<file path="config.mk">
export PLATFORM = sky130hd
export DESIGN_NAME = cass_capture
export DESIGN_NICKNAME = d
export VERILOG_FILES = /design/src/rtl/cass_capture.sv
export SDC_FILE = /design/constraint.sdc
export NUM_CORES = 1
export LEC_CHECK = 0
export ABC_AREA = 1
export ABC_CLOCK_PERIOD_IN_PS = 2300
export BUFFER_PORTS_ARGS = -buffer_cell sky130_fd_sc_hd__buf_2
export CAP_MARGIN = 25
export CORE_MARGIN = 1.5
export CORE_UTILIZATION = 45
export DETAILED_ROUTE_END_ITERATION = 8
export GPL_TIMING_DRIVEN = 0
export PLACE_DENSITY = 0.68
export SETUP_SLACK_MARGIN = 0.1
export SYNTH_ARGS = -nofsm -noshare
export SYNTH_HDL_FRONTEND = slang
export SYNTH_SLANG_ARGS = --single-unit
</file>
<file path="constraint.sdc">
create_clock -name clk -period 2.3 [get_ports clk]
set_input_delay 0.23 -clock clk [delete_from_list [all_inputs] [get_ports clk]]
set_output_delay 0.23 -clock clk [all_outputs]
set_load 0.02 [all_outputs]
</file>
<file path="src/rtl/cass_capture.sv">
// Cassette-output decoder: recovers Level II 500-baud cells from port-FF writes and frames bytes into a FIFO.
// Optional macro CASS_SYNC_HUNT_EN: frame on SYNC_BYTE; otherwise push raw bytes from block start.
module cass_capture #(
    parameter int unsigned CLK_MHZ      = 28,
    parameter int unsigned SHORT_MAX_US = 1400,
    parameter int unsigned TIMEOUT_US   = 4000,
    parameter int unsigned FIFO_DEPTH   = 16
`ifdef CASS_SYNC_HUNT_EN
    ,
    parameter logic [7:0]  SYNC_BYTE    = 8'hA5
`endif
) (
    input  logic                        clk,
    input  logic                        reset_n,
    input  logic                        cass_we,
    input  logic [1:0]                  cass_data,
    input  logic                        motor,
    input  logic                        rd_en,
    input  logic                        clr,
    output logic [7:0]                  rd_data,
    output logic                        empty,
    output logic [$clog2(FIFO_DEPTH):0] level,
    output logic                        locked,
    output logic                        overflow
);

    localparam int unsigned PRE_W = (CLK_MHZ > 1) ? $clog2(CLK_MHZ) : 1;
    localparam int unsigned INT_W = 13;
    localparam int unsigned PTR_W = $clog2(FIFO_DEPTH);
    localparam int unsigned LVL_W = PTR_W + 1;

    localparam logic [1:0] ST_IDLE = 2'd0;
    localparam logic [1:0] ST_CLK  = 2'd1;
    localparam logic [1:0] ST_DATA = 2'd2;

    logic [PRE_W-1:0] presc;
    logic [INT_W-1:0] interval;
    logic [1:0]       prev_data;
    logic [1:0]       state;
    logic [1:0]       state_next;
    logic [7:0]       shift;
    logic [2:0]       bit_cnt;
    logic [PTR_W-1:0] wr_ptr;
    logic [PTR_W-1:0] rd_ptr;
    logic [7:0]       mem [FIFO_DEPTH];

    logic             tick_c;
    logic             pulse_c;
    logic             timeout_c;
    logic             short_c;
    logic             emit_c;
    logic             emit_bit_c;
    logic             idle_next_c;
    logic [7:0]       shift_next_c;
    logic             push_c;
    logic             pop_c;
    logic             full_c;
    logic             wr_c;
    logic [LVL_W-1:0] level_next_c;

    // Pulse = rising entry into the 2'b01 output value; interval counts whole microseconds.
    assign tick_c    = (presc == PRE_W'(CLK_MHZ - 1));
    assign pulse_c   = cass_we && (cass_data == 2'b01) && (prev_data != 2'b01);
    assign timeout_c = tick_c && !pulse_c && (interval == INT_W'(TIMEOUT_US - 1));
    assign short_c   = (interval < INT_W'(SHORT_MAX_US));

    always_ff @(posedge clk or negedge reset_n) begin
        if (!reset_n) begin
            presc     <= '0;
            interval  <= '0;
            prev_data <= 2'b00;
        end else begin
            presc <= tick_c ? '0 : presc + PRE_W'(1);
            if (cass_we) begin
                prev_data <= cass_data;
            end
            if (pulse_c) begin
                interval <= '0;
            end else if (tick_c && (interval != '1)) begin
                interval <= interval + INT_W'(1);
            end
        end
    end

    always_ff @(posedge clk or negedge reset_n) begin
        if (!reset_n) begin
            state <= ST_IDLE;
        end else begin
            state <= state_next;
        end
    end

    // Cell decoder: a short clock-to-pulse gap is a data pulse (bit 1), a long one is the next clock (bit 0).
    always_comb begin
        state_next = state;
        emit_c     = 1'b0;
        emit_bit_c = 1'b0;
        if (clr || !motor) begin
            state_next = ST_IDLE;
        end else begin
            case (state)
                ST_IDLE: begin
                    if (pulse_c) begin
                        state_next = ST_CLK;
                    end
                end
                ST_CLK: begin
                    if (pulse_c) begin
                        emit_c = 1'b1;
                        if (short_c) begin
                            emit_bit_c = 1'b1;
                            state_next = ST_DATA;
                        end
                    end else if (timeout_c) begin
                        emit_c     = 1'b1;
                        state_next = ST_IDLE;
                    end
                end
                ST_DATA: begin
                    if (pulse_c) begin
                        state_next = ST_CLK;
                    end else if (timeout_c) begin
                        state_next = ST_IDLE;
                    end
                end
                default: state_next = ST_IDLE;
            endcase
        end
    end

    assign idle_next_c  = (state_next == ST_IDLE);
    assign shift_next_c = {shift[6:0], emit_bit_c};

`ifdef CASS_SYNC_HUNT_EN
    assign push_c = emit_c && locked && (bit_cnt == 3'd7);
`else
    assign push_c = emit_c && (bit_cnt == 3'd7);
`endif

    // Byte framing; the final timeout bit still pushes before the block state is cleared.
    always_ff @(posedge clk or negedge reset_n) begin
        if (!reset_n) begin
            shift   <= 8'h00;
            bit_cnt <= 3'd0;
            locked  <= 1'b0;
        end else if (idle_next_c) begin
            shift   <= 8'h00;
            bit_cnt <= 3'd0;
            locked  <= 1'b0;
        end else if (emit_c) begin
            shift <= shift_next_c;
`ifdef CASS_SYNC_HUNT_EN
            if (!locked) begin
                if (shift_next_c == SYNC_BYTE) begin
                    locked  <= 1'b1;
                    bit_cnt <= 3'd0;
                end
            end else begin
                bit_cnt <= bit_cnt + 3'd1;
            end
`else
            locked  <= 1'b1;
            bit_cnt <= bit_cnt + 3'd1;
`endif
        end
    end

    // Byte FIFO; a simultaneous pop frees the slot so a push at full is not dropped.
    assign full_c = (level == LVL_W'(FIFO_DEPTH));
    assign pop_c  = rd_en && !empty;
    assign wr_c   = push_c && (!full_c || pop_c);

    always_comb begin
        level_next_c = level;
        case ({wr_c, pop_c})
            2'b10:   level_next_c = level + LVL_W'(1);
            2'b01:   level_next_c = level - LVL_W'(1);
            default: level_next_c = level;
        endcase
    end

    always_ff @(posedge clk or negedge reset_n) begin
        if (!reset_n) begin
            wr_ptr   <= '0;
            rd_ptr   <= '0;
            level    <= '0;
            empty    <= 1'b1;
            overflow <= 1'b0;
        end else if (clr) begin
            wr_ptr   <= '0;
            rd_ptr   <= '0;
            level    <= '0;
            empty    <= 1'b1;
            overflow <= 1'b0;
        end else begin
            if (wr_c) begin
                wr_ptr <= wr_ptr + PTR_W'(1);
            end
            if (pop_c) begin
                rd_ptr <= rd_ptr + PTR_W'(1);
            end
            level <= level_next_c;
            empty <= (level_next_c == '0);
            if (push_c && !wr_c) begin
                overflow <= 1'b1;
            end
        end
    end

    always_ff @(posedge clk) begin
        if (wr_c && !clr) begin
            mem[wr_ptr] <= shift_next_c;
        end
    end

    always_comb begin
        rd_data = 8'h00;
        if (!empty) begin
            rd_data = mem[rd_ptr];
        end
    end

endmodule

</file>
==> results of run 1 <==
==> per-layer routing <==
| metal | up-vias | routed length, µm | GRT usage |
|---|---|---|---|
| met5 | - | 0 | 0 |
| met1 | 2892 | 8320 | 0.299 |
| met3 | 58 | 1840 | 0.0571 |
| met2 | 307 | 10400 | 0.377 |
| met4 | 0 | 722 | 0.0876 |
| li1 | 2597 | - | - |
==> worst paths after layout <==
kind                                            endpoint  cells past startpoint                     from
worst max register to register        level[3]$_DFF_PN0_                     18  interval[1]$_DFFE_PN0P_
max in group asynchronous             level[2]$_DFF_PN0_                      3                  reset_n
worst min register to register      overflow$_DFFE_PN0P_                      1     overflow$_DFFE_PN0P_
worst min-delay path            prev_data[1]$_DFFE_PN0P_                      2                  cass_we
min in group asynchronous          wr_ptr[2]$_DFFE_PN0P_                      2                  reset_n
worst max-delay path                          rd_data[7]                      9    rd_ptr[0]$_DFFE_PN0P_
==> Yosys cell counts, types with 6 or more instances <==
library cell and count:
inv_1 36, nand2_4 7, o21ai_2 6, nand3_1 36
o211ai_1 10, edfxtp_1 128, o221ai_1 23, o21ai_0 75
a21oi_1 23, buf_2 7, nand2_1 54, dfrtp_1 47
nor2_1 110, o22ai_1 10, clkbuf_1 20, inv_2 9
nor3_1 8, ha_1 12
==> state kept, by name, summed over array words and instances (netlist names) <==
name	cells
shift	7
mem	128
state	2
rd_ptr	4
level	5
presc	5
locked	1
wr_ptr	4
empty	1
overflow	1
bit_cnt	3
prev_data	2
interval	13
==> timing repair <==
action | 4_1_cts | 5_1_grt
hold buffers | 0 | 1
hold endpoints to repair | 0 | 48
gates resized for setup | 161 | 113
pin swaps | 52 | 66
setup buffers | 31 | 22
setup endpoints to repair | 156 | 157
gates cloned | 4 | 1
==> through the flow <==
| step | hold slack, ns | utilization |
|---|---|---|
| floorplan | -0.0656 | - |
| global placement | 0.444 | 0.486 |
| detailed placement | 0.460 | 0.486 |
| CTS | 0.0264 | 0.581 |
| global route | 0.0482 | 0.619 |
| finish | 0.0366 | 0.619 |
==> logic make-up after synthesis <==
kind of cell / after synthesis / synth area share
and+or+nand+nor: 236 / 0.145
xor gates and xnor gates: 5 / 0.00571
adders and majority gates: 13 / 0.0222
AOI/OAI and AO/OA: 162 / 0.129
DFF: 176 / 0.658
buffers and inverters: 76 / 0.0398
==> final cells by class <==
| type | instances | area, µm² |
|---|---|---|
| Fill cell | 1171 | 6330 |
| Sequential cell | 176 | 5050 |
| Timing Repair Buffer | 80 | 820 |
| Clock buffer | 20 | 457 |
| Inverter | 48 | 208 |
| Clock inverter | 12 | 113 |
| Tap cell | 220 | 275 |
| Buffer | 28 | 325 |
| Multi-Input combinational cell | 416 | 3060 |
==> placed cells by master (no fill, tap or decap), drive strengths merged <==
master,Yosys,layout
dfstp,1,1
clkinv,2,8
clkbuf,20,39
a22oi,1,1
nand4,5,5
nor2,118,118
nand2,64,64
edfxtp,128,128
and2,1,1
xnor2,1,1
buf,8,88
fa,1,1
o221ai,23,23
or3,1,1
nor3b,1,1
inv,46,46
clkinvlp,0,5
a211oi,4,4
xor2,4,4
o21a,4,4
bufinv,0,1
nand3,38,38
ha,12,12
nor3,8,8
dlygate4sd3,0,1
o211ai,10,10
a21oi,23,23
o21ai,85,85
a41oi,1,1
dfrtp,47,47
a31oi,1,1
o22ai,10,10
==> worst register-to-register path, stage by stage (launching register included) <==
cell and delay [ns]:
dfrtp_1 0.40, ha_4 0.17, nand2_4 0.06, nor2_4 0.11
nand2_2 0.07, nor2_4 0.10, nand2_4 0.06, nand2_4 0.08
nand3_4 0.07, nand2_4 0.08, inv_4 0.05, ha_4 0.24
buf_4 0.14, a21oi_2 0.11, nand2_1 0.07, xor2_1 0.16
nand3_1 0.14, buf_4 0.16, a21oi_2 0.12
==> power breakdown <==
part / internal (µW) / switching [µW] / leakage (µW) / total [µW]
Clock: 1550 / 1220 / 0.000265 / 2770
Combinational: 874 / 1170 / 0.00169 / 2040
Sequential: 3430 / 64.9 / 0.00190 / 3490
==> metrics list, run 1 <==
- Maximum number of pins on one net before global-route repair: 49
* Top FF cell, synth: edfxtp_1
- Clock tree from TritonCTS: yes
- Ant. Diodes: 0
* Wire length of the first global-routing pass: 31100 µm
- Data arrival time at the worst-slack endpoint: 2.27 ns
* Vias after detailed routing: 5854
- Die ar.: 17800 µm²
- Hold violation count in the final report: 0
* Sequential element share of the synthesized area: 0.658
* Clk Tree Root Cell: clkbuf_16
* Cell breakdown of the critical path: buf_8, inv_8, buf_12, buf_8, o21ai_0, o221ai_2, nand3_2, a21oi_2, buf_6
* Routed vias/inst: 5.85
* Setup repair after global routing missed its margin: yes
- Cell at the slowest stage of the critical path: dfrtp_1
- The cell family contributing the most delay on the critical path is compound AO/OA/AOI/OAI gates.
- Final non-filler cell total: 1000
- Failing checks: setup timing
- After detailed routing, the average wire length per cell comes to 21.3 µm.
* Chip width: 134 µm
* Num CTS Buffers: 17
- NumNets Final: 788
* Post-layout total power: 8310 µW
* Bufs and invs on worst path: 5
- Maximum fanout along the worst path: 6
* Final design area excluding fillers: 10300 µm²
- The routed design has 21300 µm of wire.
- At the worst endpoint, the required time is 2.07 ns.
- The largest total area in the synthesized netlist belongs to edfxtp_1.
- The detail route stage leaves a number of antenna-violating nets equal to 0.
- Post-route clock period utilization: 1.09
- In the post-route analysis, the smallest setup slack over all paths is -0.197 ns.
* Final weighted congestion in routability-driven placement: 0.873
* Height of the chip: 134 µm
- Minimum setup slack after placement: -0.432 ns
* Post-synthesis average cell area: 11.5 µm²
- Top post-synthesis cells by area: edfxtp_1 50%, dfrtp_1 15%, nor2_1 5.4%, o21ai_0 4.9%, nand2_1 2.6%
- Clock latency on the worst-skew pair, taken at its later pin, is 0.43 ns.
- Setup slack on the worst reg-to-reg path comes out at -0.17 ns.
* Post-layout min period: 2.50 ns
* Type of element launching the critical path: register
- For this block, the initial DRC count from the detailed router was 637.
- Area of the mapped netlist: 7670 µm²
* Clock transition time at the flip-flop clock pins of the worst setup and hold paths: 0.06 ns
- Count of flip-flops with a built-in enable after synthesis: 128
- Via count of the first global-routing pass: 5826
* CP Class: register to primary output
* Remaining design rule violation count: 0
- Number of library cell types mapped by synthesis: 44
- CORE AREA: 16600 µm²
- Clk buf depth: 2
* Synthesized netlist net count: 689
* Result of the run: finished, violations left
- Of the cells placed in the final design, the portion with a size suffix greater than 1 is 0.365.
* Normalized max-slew margin: 0.494
* Async set-or-reset flop fraction in the synthesized netlist: 0.273
- Timing would allow up to 400 MHz.
* Portion of synthesized cell area occupied by the leading cell type: 0.501
- The area growth from synthesis to layout is 34.5%.
- Worst-case vdd ir drop: 0.622 mV
* Final number of max-transition violations: 0
- The tool flagged a number of max-cap violations equal to 0.
* Number of synthesized register bits: 176
- Row cnt: 47
* Yosys warning count: 0
- Total number of clock tree sinks: 176
- The first detailed-routing pass ran for 5 iterations.
- Total cell area at the placement stage: 8090 µm²
- # placed instances: 911
- I/O pin count: 24
- The initial antenna violation count was 0.
- All-layer global routing usage: 0.231
- H-tree depth: 4
* Delay contributed by the slowest stage of the critical path: 0.42 ns
- At the pin with the least slew margin, the transition time is 0.758 ns.
* Cell Pwr Density: 806 nW/µm²
- Setup violations remaining at the end of the flow were counted as 11.
* Worst clock skew on the final layout: 0.0108 ns
- Most common cell on crit path: buf_8
- Summed over all layers, the global routing overflow is 0.
- The cell count after synthesis came out at 668.
- Post-detailed-placement half-perimeter wirelength: 12000 µm
- Hold Path Class: input pin to register
- Total Negative Setup Slacks: -1.25 ns
- Initial cell density of the core: 0.461
- Nature of the critical path endpoint: primary output
- Number of I/O port buffers: 23
* Lkg Pwr: 0.00385 µW
Note: power is estimated with default switching activity, not from simulation.
==> inputs of run 2 (changes only) <==
--- a/config.mk
+++ b/config.mk
@@ -11,6 +11,7 @@
 export CAP_MARGIN = 25
 export CORE_MARGIN = 1.5
 export CORE_UTILIZATION = 45
+export CTS_BUF_LIST = sky130_fd_sc_hd__clkbuf_16
 export DETAILED_ROUTE_END_ITERATION = 8
 export GPL_TIMING_DRIVEN = 0
 export PLACE_DENSITY = 0.68
==> run 2 against run 1 <==
The flow still finishes with violations (setup timing). Combinational power decreased by 3%. Flip-flop and latch count did not move. Register-to-register slack about the same. Worst setup slack better by 0.014 ns. Cell area shrank 1.2%. Clock skew up 0.0011 ns. Largest power group unchanged.
==> metrics list, run 2 (synthesis results as in run 1) <==
- Result of the run: finished, violations left (unchanged).
- Failing checks: setup timing (unchanged)
- The floorplan die width was 134 µm (unchanged).
* Count of nets left with antenna violations after detail routing: 0 (unchanged)
- The first-pass iteration count of the detailed router was 5 (unchanged).
* Wire length of the first global-routing pass: 31400 µm (was 31100 µm)
- Data required time at the worst endpoint: 2.07 ns (about the same)
* Worst R2R Path Depth: 20 (was 18)
* Remaining design rule violation count: 0 (unchanged)
- I/O pin count: 24 (unchanged)
- The detail-routed via count per cell is 5.97 (was 5.85).
- The count of input and output buffers was 23 (unchanged).
- Clock transition time at the flip-flop clock pins of the worst setup and hold paths: 0.06 ns (about the same)
- The part of the total power dissipated in combinational logic came to 0.241 (was 0.246).
- Area Overhead vs Synth: 32.8% (was 34.5%)
- Vias after detailed routing: 5958 (was 5854)
- The final estimated routing congestion in global placement came to 0.873 (unchanged).
* Antenna violations before repair: 0 (unchanged)
- Initial cell density of the core: 0.461 (unchanged)
- The setup slack of the most critical reg-to-reg path came to -0.18 ns (was -0.17 ns).
- The worst reg2reg path endpoint is level[4]$_DFF_PN0_ (was level[3]$_DFF_PN0_).
- Most flops, register: mem (unchanged)
- Lkg Pwr: 0.00383 µW (was 0.00385 µW)
* CORE AREA: 16600 µm² (unchanged)
- Regs by FF count: mem: 128 flops, interval: 13 flops, shift: 7 flops (unchanged).
- Minimum setup slack after placement: -0.432 ns (unchanged)
* Post-route clock period utilization: 1.08 (was 1.09)
- Hold Path Class: input pin to register (unchanged)
- The start of the worst register-to-register path is interval[1]$_DFFE_PN0P_ (unchanged).
- Clock tree from TritonCTS: yes (unchanged)
- Total number of clock tree sinks: 176 (unchanged)
- The total power was 8150 µW (was 8310 µW).
- The max-slew violation count was 0 (unchanged).
- The time the final worst path needs with I/O delays and setup is 2.48 ns (was 2.50 ns).
- Final WS setup: -0.183 ns (was -0.197 ns)
- The maximum achievable frequency was 403 MHz (was 400 MHz).
- The number of placed instances, taps included is 911 (unchanged).
* 1st-iter DRT viols: 755 (was 637)
* Most frequent standard cell in the layout excluding fill and tap cells: edfxtp_1 (unchanged)
* Maximum number of pins on one net before global-route repair: 49 (unchanged)
- The H-tree level count was 4 (unchanged).
* Internal power contribution: 5740 µW (was 5850 µW)
- The worst clock skew was 0.0119 ns (was 0.0108 ns).
- The global router's overall resource usage is 0.232 (was 0.231).
- The total number of placement rows was 47 (unchanged).
- The total of max-cap violations is 0 (unchanged).
- The type of element launching the critical path is a register (unchanged).
- Height of the chip: 134 µm (unchanged)
- Utilization of the core after routing: 0.612 (was 0.619)
* Fraction of final layout cells with drive strength greater than 1: 0.346 (was 0.365)
- Origin of the worst setup path: rd_ptr[0]$_DFFE_PN0P_ (unchanged)
- CP Class: register to primary output (unchanged)
* Num CTS Buffers: 17 (unchanged)
- Setup repair after global routing missed its margin: yes (unchanged)
* Clk buf depth: 2 (unchanged)
- Most used cells in the layout excluding fill and tap cells: 128 x edfxtp_1, 76 x nor2_1, 56 x o21ai_0 (was 128 x edfxtp_1, 72 x nor2_1, 55 x o21ai_0)
- Final non-filler cell total: 998 (was 1000)
* Nature of the critical path endpoint: primary output (unchanged)
- The share of total power consumed by net switching came to 0.295 (about the same).
- Number of endpoints failing setup at the final stage: 11 (unchanged)
* Total congestion overflow: 0 (unchanged)
* NumNets Final: 786 (was 788)
- The cell area after placement is 8090 µm² (unchanged).
- The arrival time at the worst endpoint came to 2.25 ns (was 2.27 ns).
- The actual transition at the worst max-transition pin is 0.751 ns (was 0.758 ns).
- Final design area excluding fillers: 10200 µm² (was 10300 µm²)
- The number of diodes added for antenna fixing was 0 (unchanged).
* Via count of the first global-routing pass: 5919 (was 5826)
- End of the critical path: rd_data[5] (was rd_data[7])
- The area of the die was 17800 µm² (unchanged).
- The share of total power in the clock network is 0.330 (was 0.333).
- The flip-flop count of the largest register, all copies and words added is 128 (unchanged).
- Total detailed-routing wirelength: 20900 µm (was 21300 µm)
- Worst-case vdd ir drop: 0.604 mV (was 0.622 mV)
- The sum of net half-perimeters after detailed placement is 12000 µm (unchanged).
- Hold violation count in the final report: 0 (unchanged)
- Average wire per standard cell: 21.0 µm (was 21.3 µm)
- The clock latency at the later pin of the worst-skew pair was 0.43 ns (about the same).
- Clk Tree Root Cell: clkbuf_16 (unchanged)
* Normalized max-slew margin: 0.499 (was 0.494)
- Maximum fanout along the worst path: 8 (was 6)
* Switching power: 2410 µW (was 2450 µW)
* Cell Pwr Density: 800 nW/µm² (was 806 nW/µm²)
- The sequential share of power came to 0.429 (was 0.421).
==> run 2: how the worst min path moves through the flow <==
stage	start	endpoint	slack (ns)	cells past startpoint
floorplan	reset_n	bit_cnt[0]$_DFFE_PN0P_	-0.07	0
global placement	presc[0]$_DFF_PN0_	presc[0]$_DFF_PN0_	0.44	1
detailed placement	presc[0]$_DFF_PN0_	presc[0]$_DFF_PN0_	0.46	1
CTS	reset_n	level[1]$_DFF_PN0_	0.03	1
global route	cass_we	prev_data[1]$_DFFE_PN0P_	0.05	2
finish	cass_we	prev_data[1]$_DFFE_PN0P_	0.04	2
==> run 2: power groups by stage <==
stage | Sequential (µW) | Combinational (µW) | Clock, µW
6_report | 3500 | 1970 | 2690
5_1_grt | 3500 | 2070 | 2830
4_1_cts | 3480 | 1610 | 2690
3_5_place_dp | 3550 | 1170 | 0
3_3_place_gp | 3540 | 1130 | 0
2_1_floorplan | 3570 | 742 | 0
==> run 2: timing repair <==
item,CTS,global route
hold endpoints to repair,0,11
endpoints found under the setup margin,156,157
buffers inserted,31,22
cloned,4,1
hold buffers,0,1
gates resized for setup,154,105
pin swaps,52,69
==> run 2: worst max-delay path, cell delays in order, from the launching register on <==
cell	delay, ns
dfrtp_1	0.43
buf_8	0.16
inv_8	0.04
buf_12	0.15
buf_16	0.14
o21ai_0	0.24
o22ai_1	0.16
o211ai_1	0.24
a21oi_2	0.09
buf_4	0.17
==> run 2: cell type report <==
| cell class | instances | area [µm²] |
|---|---|---|
| Sequential cell | 176 | 5050 |
| Buffer | 26 | 314 |
| Clock inverter | 15 | 124 |
| Clock buffer | 17 | 425 |
| Timing Repair Buffer | 80 | 825 |
| Fill cell | 1165 | 6460 |
| Tap cell | 220 | 275 |
| Inverter | 48 | 208 |
| Multi-Input combinational cell | 416 | 2960 |
==> run 2: per-layer routing <==
layer  track usage  share of wire
met1         0.295           0.38
met2         0.373           0.48
met3        0.0658           0.10
met4        0.0990          0.041
met5             0              0
==> run 2: per-stage QoR <==
step / TNS [ns] / hold WS [ns]
finish: -1.42 / 0.0364
detailed placement: -41.84 / 0.460
global placement: -33.77 / 0.444
global route: -2.53 / 0.0483
CTS: -1.08 / 0.0279
floorplan: 0 / -0.0656
==> inputs of run 3 (changes only) <==
--- a/config.mk
+++ b/config.mk
@@ -7,14 +7,14 @@
 export LEC_CHECK = 0
 export ABC_AREA = 1
 export ABC_CLOCK_PERIOD_IN_PS = 2300
-export BUFFER_PORTS_ARGS = -buffer_cell sky130_fd_sc_hd__buf_2
 export CAP_MARGIN = 25
 export CORE_MARGIN = 1.5
 export CORE_UTILIZATION = 45
 export CTS_BUF_LIST = sky130_fd_sc_hd__clkbuf_16
 export DETAILED_ROUTE_END_ITERATION = 8
-export GPL_TIMING_DRIVEN = 0
-export PLACE_DENSITY = 0.68
+export DONT_BUFFER_PORTS = 1
+export GPL_TIMING_DRIVEN = 1
+export PLACE_DENSITY = 0.67
 export SETUP_SLACK_MARGIN = 0.1
 export SYNTH_ARGS = -nofsm -noshare
 export SYNTH_HDL_FRONTEND = slang
==> run 3 against run 2 <==
The flow still finishes with violations (setup timing). Critical path depth is 1 lower. Highest routed layer unchanged. First-iteration DRC count is 22% lower. Register-to-register slack better by 0.17 ns. Combinational power is 5% lower. Clock power is 2% higher. Hold slack better by 0.019 ns.
==> metrics list, run 3 (synthesis results as in run 1) <==
* Most used cells in the layout excluding fill and tap cells: 128 x edfxtp_1, 87 x nor2_1, 55 x o21ai_0 (was 128 x edfxtp_1, 76 x nor2_1, 56 x o21ai_0)
- Average wire per standard cell: 20.0 µm (was 21.0 µm)
- The clock latency at the later pin of the worst-skew pair came to 0.43 ns (about the same).
* Failing checks: setup timing (unchanged)
- Count of nets left with antenna violations after detail routing: 0 (unchanged)
- Origin of the worst setup path: rd_ptr[0]$_DFFE_PN0P_ (unchanged)
- The initial antenna violation count came to 0 (unchanged).
- H-tree depth: 4 (unchanged)
* Cell Pwr Density: 827 nW/µm² (was 800 nW/µm²)
* Max Cap Violations: 0 (unchanged)
* Die ar.: 17800 µm² (unchanged)
- The worst clock skew is 0.00584 ns (was 0.0119 ns).
- Post-layout total power: 8160 µW (was 8150 µW)
- Fraction of power consumed by combinational cells: 0.230 (was 0.241)
- Switching power: 2390 µW (was 2410 µW)
* Post-detailed-placement half-perimeter wirelength: 10800 µm (was 12000 µm)
- The global router's overall resource usage is 0.218 (was 0.232).
- Wire length of the first global-routing pass: 29300 µm (was 31400 µm)
- The worst hold slack was 0.0550 ns (was 0.0364 ns).
- Most flops, register: mem (unchanged)
- Setup repair after global routing missed its margin: yes (unchanged).
- The length in cells of the worst reg-to-reg path was 22 (was 20).
- Hold Path Class: input pin to register (unchanged)
- The post-route clock period utilization came to 1.05 (was 1.08).
- The sequential share of power came to 0.433 (was 0.429).
- The area of the core came to 16600 µm² (unchanged).
- The count of input and output buffers is 0 (was 23).
* Switching share of power: 0.292 (was 0.295)
* Routed vias/inst: 5.74 (was 5.97)
* Vias after detailed routing: 5624 (was 5958)
- The worst slew margin relative to its limit came to 0.464 (was 0.499).
- Chip width: 134 µm (unchanged)
- The I/O pin count came to 24 (unchanged).
- Remaining design rule violation count: 0 (unchanged)
- Maximum number of pins on one net before global-route repair: 49 (unchanged)
- End of the critical path: rd_data[6] (was rd_data[5])
* Num CTS Buffers: 17 (unchanged)
- The actual transition at the worst max-transition pin is 0.804 ns (was 0.751 ns).
- The max-slew violation count came to 0 (unchanged).
* Type of element launching the critical path: register (unchanged)
* Number of flip-flops in the largest register: 128 (unchanged)
* Total cell area at the placement stage: 8280 µm² (was 8090 µm²)
- The leakage power of the design was 0.00378 µW (was 0.00383 µW).
- NumNets Final: 768 (was 786)
* CP Class: register to primary output (unchanged)
* Via count of the first global-routing pass: 5466 (was 5919)
* Number of iterations in the first detailed-routing pass: 5 (unchanged)
- Height of the chip: 134 µm (unchanged)
* Clock tree from TritonCTS: yes (unchanged)
- Result of the run: finished, violations left (unchanged)
- Number of endpoints failing setup at the final stage: 6 (was 11)
* Nature of the critical path endpoint: primary output (unchanged)
- Regs by FF count: mem: 128 flops, interval: 13 flops, shift: 7 flops (unchanged).
* Clk Tree Root Cell: clkbuf_16 (unchanged)
- Maximum fanout along the worst path: 4 (was 8)
- Maximum operating frequency: 412 MHz (was 403 MHz)
- Clk pwr share: 0.337 (was 0.330)
- Final weighted congestion in routability-driven placement: 0.822 (was 0.873)
* Final design area excluding fillers: 9880 µm² (was 10200 µm²)
- The violation count after the first detailed-routing iteration is 592 (was 755).
* Data arrival time at the worst-slack endpoint: 2.20 ns (was 2.25 ns)
- Hold violation count in the final report: 0 (unchanged)
- Post-layout min period: 2.43 ns (was 2.48 ns)
- Total detailed-routing wirelength: 19600 µm (was 20900 µm)
- Clock transition time at the flip-flop clock pins of the worst setup and hold paths: 0.07 ns (was 0.06 ns)
* Ant. Diodes: 0 (unchanged)
- Initial cell density of the core: 0.461 (unchanged)
- The required time of the worst setup path is 2.07 ns (about the same).
- The total negative slack for setup checks is -0.265 ns (was -1.42 ns).
- Total congestion overflow: 0 (unchanged)
- The maximum number of buffers from clock root to sink was 2 (unchanged).
- The clock sink count is 176 (unchanged).
* Most frequent standard cell in the layout excluding fill and tap cells: edfxtp_1 (unchanged)
- Fraction of final layout cells with drive strength greater than 1: 0.309 (was 0.346)
- Count of fill cells added during filler insertion: 1275 (was 1165)
* Worst flop-to-flop path startpoint: interval[1]$_DFFE_PN0P_ (unchanged)
- Row cnt: 47 (unchanged)
- The largest vdd supply drop was 0.616 mV (was 0.604 mV).
* Register-to-register setup slack: -0.01 ns (was -0.18 ns)
* Final WS setup: -0.125 ns (was -0.183 ns)
- The internal cell power came to 5780 µW (was 5740 µW).
- The worst reg2reg path endpoint was empty$_DFF_PN1_ (was level[4]$_DFF_PN0_).
* Area Overhead vs Synth: 28.8% (was 32.8%)
[run 3: changes by cell type in the layout (fill, tap and decap cells not counted), sizes merged]
cell         before  now
clkinvlp          5    1
clkbuf           32   21
dlygate4sd3       1    5
buf              90   79
inv              47   51
[run 3: timing repair]
action,CTS,global route
cloned,8,4
setup endpoints to repair,140,141
buffers inserted,13,6
hold buffers,6,0
gates resized for setup,72,83
pin swaps,34,35
hold endpoints to repair,56,0
[run 3: layer usage]
metal  vias to the layer above  global-route usage  wire length [µm]  part of all wire
met5                         -                   0                 0                 0
met4                         0              0.0833               401             0.020
met3                        41              0.0563              1340             0.069
met2                       256               0.346              9610              0.49
met1                      2765               0.290              8260              0.42
li1                       2562                   -                 -                 -
[run 3: layout make-up]
class                           instances  area, µm²  area share
Clock inverter                         15        133      0.0134
Multi-Input combinational cell        416       2720       0.275
Clock buffer                           17        425      0.0431
Timing Repair Buffer                   88       1080       0.110
Tap cell                              220        275      0.0279
Sequential cell                       176       5050       0.511
Inverter                               48        194      0.0196
[run 3: worst max-delay path, stage by stage (launching register included)]
cell and delay, ns:
dfrtp_2 0.48, clkinv_4 0.13, buf_12 0.17, buf_16 0.13, o21ai_1 0.13, o22ai_1 0.14
o211ai_1 0.31, a21oi_2 0.11, buf_4 0.17
[run 3: stage by stage]
stage               setup WS, ns  utilization  cells
floorplan                 0.0333            -    668
global route              -0.175        0.593    980
global placement         -0.0403        0.498    912
detailed placement        -0.154        0.498    912
CTS                      -0.0615        0.569    971
finish                    -0.125        0.593    980
[run 3: power by group through the flow]
stage	combinational [µW]	sequential, µW	clock [µW]
2_1_floorplan	742	3570	0
3_3_place_gp	1090	3580	0
3_5_place_dp	1120	3590	0
4_1_cts	1600	3520	2760
5_1_grt	1990	3530	2910
6_report	1880	3530	2750
[run 3: worst min-delay path by stage]
stage | cells past startpoint | from | to | slack, ns
final | 3 | clr | empty$_DFF_PN1_ | 0.06
after global routing | 3 | clr | empty$_DFF_PN1_ | 0.06
after CTS | 3 | clr | empty$_DFF_PN1_ | 0.05
after detailed placement | 0 | reset_n | level[4]$_DFF_PN0_ | -0.06
after global placement | 0 | reset_n | level[4]$_DFF_PN0_ | -0.06
after floorplan | 0 | reset_n | bit_cnt[0]$_DFFE_PN0P_ | -0.07
